File: src/rtl/ws2811_serial.sv
// rtl/ws2811_serial.sv - WS2811/WS2812 single-wire NRZ serialiser for one 24-bit colour word
//
// Purpose:
//   Shifts a latched 24-bit colour word out MSB first as pulse-width encoded
//   bits. Each bit is a high phase followed by a low phase whose lengths
//   depend on the bit value. A one-cycle word_sent strobe follows the low
//   phase of the last bit. The inter-frame latch gap is the caller's job.
//
// Ports:
//   clock      in   1   system clock, rising edge
//   reset      in   1   asynchronous, active-high reset
//   rgb_data   in  24   colour word, bit 23 transmitted first
//   send       in   1   transmit request, level-sensitive, sampled in IDLE only
//   serial     out  1   LED data line (flop output)
//   word_sent  out  1   one-cycle strobe after the final low phase

module ws2811_serial #(
    parameter int T0H = 20,
    parameter int T0L = 43,
    parameter int T1H = 40,
    parameter int T1L = 23
) (
    input  logic        clock,
    input  logic        reset,
    input  logic [23:0] rgb_data,
    input  logic        send,
    output logic        serial,
    output logic        word_sent
);

    localparam logic [1:0] IDLE = 2'd0;
    localparam logic [1:0] HIGH = 2'd1;
    localparam logic [1:0] LOW  = 2'd2;
    localparam logic [1:0] DONE = 2'd3;

    // The phase counter is loaded with (length - 1) on the edge that enters a
    // phase and the phase ends on the edge where it reads zero, so a phase of
    // length N occupies exactly N clock cycles.
    localparam logic [7:0] T0H_M1 = 8'(T0H - 1);
    localparam logic [7:0] T0L_M1 = 8'(T0L - 1);
    localparam logic [7:0] T1H_M1 = 8'(T1H - 1);
    localparam logic [7:0] T1L_M1 = 8'(T1L - 1);

    logic [1:0]  state;
    logic [4:0]  bit_index;
    logic [7:0]  phase;
    logic [23:0] shift;

    always_ff @(posedge clock or posedge reset) begin
        if (reset) begin
            state     <= IDLE;
            bit_index <= 5'd0;
            phase     <= 8'd0;
            shift     <= 24'd0;
            serial    <= 1'b0;
            word_sent <= 1'b0;
        end else begin
            case (state)
                IDLE: begin
                    word_sent <= 1'b0;
                    serial    <= 1'b0;
                    if (send) begin
                        shift     <= rgb_data;
                        bit_index <= 5'd23;
                        phase     <= rgb_data[23] ? T1H_M1 : T0H_M1;
                        serial    <= 1'b1;
                        state     <= HIGH;
                    end
                end

                HIGH: begin
                    if (phase == 8'd0) begin
                        serial <= 1'b0;
                        phase  <= shift[23] ? T1L_M1 : T0L_M1;
                        state  <= LOW;
                    end else begin
                        phase <= phase - 8'd1;
                    end
                end

                LOW: begin
                    if (phase == 8'd0) begin
                        if (bit_index != 5'd0) begin
                            // shift[22] becomes the current bit after this
                            // shift, so it selects the next high length.
                            bit_index <= bit_index - 5'd1;
                            shift     <= {shift[22:0], 1'b0};
                            phase     <= shift[22] ? T1H_M1 : T0H_M1;
                            serial    <= 1'b1;
                            state     <= HIGH;
                        end else begin
                            word_sent <= 1'b1;
                            state     <= DONE;
                        end
                    end else begin
                        phase <= phase - 8'd1;
                    end
                end

                DONE: begin
                    word_sent <= 1'b0;
                    serial    <= 1'b0;
                    state     <= IDLE;
                end

                default: begin
                    serial    <= 1'b0;
                    word_sent <= 1'b0;
                    state     <= IDLE;
                end
            endcase
        end
    end

endmodule

File: config.mk
export PLATFORM = sky130hd
export DESIGN_NAME = ws2811_serial
export DESIGN_NICKNAME = d
export VERILOG_FILES = /design/src/rtl/ws2811_serial.sv
export SDC_FILE = /design/constraint.sdc
export NUM_CORES = 1
export LEC_CHECK = 0
export BUFFER_PORTS_ARGS = -buffer_cell sky130_fd_sc_hd__buf_2
export CAP_MARGIN = 20
export CELL_PAD_IN_SITES_DETAIL_PLACEMENT = 0
export CELL_PAD_IN_SITES_GLOBAL_PLACEMENT = 1
export CORE_MARGIN = 1.5
export CORE_UTILIZATION = 30
export CTS_CLUSTER_SIZE = 30
export DETAILED_ROUTE_END_ITERATION = 8
export PLACE_DENSITY = 0.64
export SLEW_MARGIN = 10
export SYNTH_ARGS = -nofsm -noshare
export SYNTH_HDL_FRONTEND = slang
export SYNTH_SLANG_ARGS = --single-unit
File: constraint.sdc
create_clock -name clock -period 4 [get_ports clock]
set_clock_uncertainty 0.15 [all_clocks]
set_input_delay 0.8 -clock clock [delete_from_list [all_inputs] [get_ports clock]]
set_output_delay 0.8 -clock clock [all_outputs]
set_load 0.05 [all_outputs]
==> flow_metrics.tcl <==
set metrics [dict create \
    outcome "complete, no violations" \
    area_growth_pct 14.3 \
    worstHoldStart "word_sent" \
    fin_cells 380 \
    peakVddDrop_uv 142 \
    cts_resized 0 \
    seq_area_frac_synth 0.423 \
    drive_gt1_frac 0.187 \
    synthCells 256 \
    ys_warn_count 0 \
    ioPinCount 29 \
    nets 311 \
    ant_nets 0 \
    grt_pass1_vias 1998 \
    place_hpwl_um 3910 \
    crit_required_ns 4.03 \
    synthMuxAreaShare 0.105 \
    cellPowerDensity_nw_per_um2 281 \
    place_ws_ns 1.05 \
    wl_per_cell_um 15.2 \
    core_area_sq_um 7770 \
    clockBufferDepth 2 \
    cap_viol_max_count 0 \
    synth_area_leaders "dfrtp_1, o21ai_0, mux2i_1, ha_1, clkbuf_1" \
    synth-xor-area-share 0 \
    clkTransAtPathRegs_ns 0.09 \
    drt_iter0_drc 67 \
    vias 2074 \
    cts_htree_levels 2 \
    dp_cells 372 \
    worstReg2RegStart "state[0]" \
    rsz0062_at_grt "no" \
    place_congestion 0.824 \
    tns_ns 0 \
    holdPathStages 2 \
    yosysTopAreaCell "dfrtp_1" \
    initial_core_util 0.312 \
    syn-num-nets 290 \
    yosys.area_share.simple 0.141 \
    antenna_found_initial 0 \
    p_leak_nw 1.34 \
    grtUsageTotal 0.144 \
    synth_compound_area_frac 0.239 \
    relSlewSlack 0.504 \
    async_flop_share 1.00 \
    fmax_ghz 0.340 \
    worstMarginPinSlew_ns 0.738 \
    finalCritPeriodShare 0.734 \
    synth_edf_count 0 \
    crit_path_end_kind "flip-flop" \
    final-hold-violation-count 0 \
    setup_violations 0 \
    numCtsBuffers 5 \
    post-route-drc-count 0 \
    die_w_um 92.9 \
    cts_tree "done" \
    start_kind "flip-flop" \
    finalMaxSlewViolations 0 \
    holdBufCountCts 0 \
    critPathLaunch "state[0]" \
    syn_area_per_cell_sq_um 9.47 \
    grt_pass1_wl_um 9980 \
    synthAdderAreaFrac 0.0361 \
    rr_worst_depth 8 \
    wirelength_um 5790 \
    die_y_um 92.9 \
    hold_path_class "reg -> reg" \
    cts_root_buffer "clkbuf_8" \
    port_buffers 28 \
    synth.distinct_cells 51 \
    core.rowCount 32 \
    clock-sinks 41 \
    ys.flop_type "dfrtp_1" \
    period_needed_ns 2.94 \
    cp_data_arrival_time_ns 2.97 \
    synth_top_family_by_area "compound AO/OA/AOI/OAI gates" \
    drt_first_pass_iters 4 \
    fin_area_sq_um 2770 \
    ys_ff_latch 41 \
    synth_area_sq_um 2420 \
    die_area_sq_um 8630 \
    fin_hold_ws_ns 0.356 \
    yosys.area.top_type_share 0.423 \
    diodes 0 \
    gr-total-overflow 0 \
    worstSetupPathType "reg -> reg" \
    place_area_sq_um 2660 \
    post_cts_buffers 0 \
    clk_latency_ns 0.29 \
    worstPathMaxFanout 34 \
    setup_ws_ns 1.06 \
    grt_max_degree 42 \
    routed_via_density 5.46 \
]
==> kinds of logic after synthesis <==
kind of cell / count (synthesis)
multiplexers: 25
AO/OA/AOI/OAI: 95
adder cells (fa/ha/maj): 7
buffers and inverters: 33
AND/OR/NAND/NOR: 55
flip-flops: 41
==> worst paths after layout <==
check,end,slack (ns)
setup / recovery,bit_index[1],1.06
hold / removal,word_sent,0.36
setup reg to reg,bit_index[1],1.06
hold reg to reg,word_sent,0.36
max in group asynchronous,state[0],2.83
min in group asynchronous,word_sent,0.47
==> synth_stat cells (all sizes together), types with 3 or more instances <==
cell type	number
a31oi	4
inv	13
buf	6
or3	6
nand3	4
ha	7
o31a	4
and3	3
mux2i	22
nor2	12
a211oi	3
o211ai	3
nand2	7
a21oi	5
clkbuf	14
mux2	3
nor3	6
o21ai	56
dfrtp	41
o311ai	3
nor4	5
==> layout make-up <==
| type | count | area (sq um) |
|---|---|---|
| well taps | 102 | 128 |
| multi-input cells | 182 | 1270 |
| fillers | 833 | 5000 |
| flip-flops and latches | 41 | 1030 |
| clock inverters | 2 | 38.8 |
| repair buffers | 34 | 185 |
| clock buffers | 6 | 72.6 |
| inverters | 13 | 48.8 |
==> layout by cell type, fill, tap and decap left out, drive strengths merged, types with 4 or more instances in the layout <==
| master | netlist | final |
|---|---|---|
| mux2i | 22 | 22 |
| o21ai | 56 | 56 |
| buf | 6 | 34 |
| nor4 | 5 | 5 |
| dfrtp | 41 | 41 |
| ha | 7 | 7 |
| nand2 | 7 | 7 |
| a31oi | 4 | 4 |
| nand3 | 4 | 4 |
| inv | 13 | 13 |
| clkbuf | 14 | 6 |
| a21oi | 5 | 5 |
| or3 | 6 | 6 |
| nor2 | 12 | 12 |
| nor3 | 6 | 6 |
| o31a | 4 | 4 |
==> registers in the layout (all words and copies together) (netlist names) <==
register and count:
serial 1, word_sent 1, shift 24, phase 8
state 2, bit_index 5
==> critical path, cell delays in order, from the launching register on <==
cell and delay [ns]:
dfrtp_1 0.40, inv_1 0.12, ha_2 0.52, nand4bb_1 0.34, o21ai_2 0.20, buf_4 0.33, or2_1 0.15, buf_4 0.25
mux2_2 0.36
==> per-stage QoR <==
step / total power [mW] / utilization
final: 0.779 / 0.357
after global placement: 0.447 / 0.342
after global routing: 0.807 / 0.357
after floorplan: 0.429 / -
after detailed placement: 0.447 / 0.342
after CTS: 0.791 / 0.357
==> power breakdown <==
group	internal, mW	total (mW)	switching (mW)
Sequential	0.414	0.414	0
Clock	0.188	0.342	0.154
Combinational	0.0102	0.0232	0.0130
==> per-layer routing <==
| metal | track usage | wire length (um) | part of all wire | vias to the layer above |
|---|---|---|---|---|
| li1 | - | - | - | 1003 |
| met1 | 0.202 | 2760 | 0.48 | 1004 |
| met2 | 0.224 | 2670 | 0.46 | 59 |
| met3 | 0.0296 | 296 | 0.051 | 8 |
| met4 | 0.0379 | 73 | 0.013 | 0 |
| met5 | 0 | 0 | 0 | - |
Power figures use the tool's default switching activity.
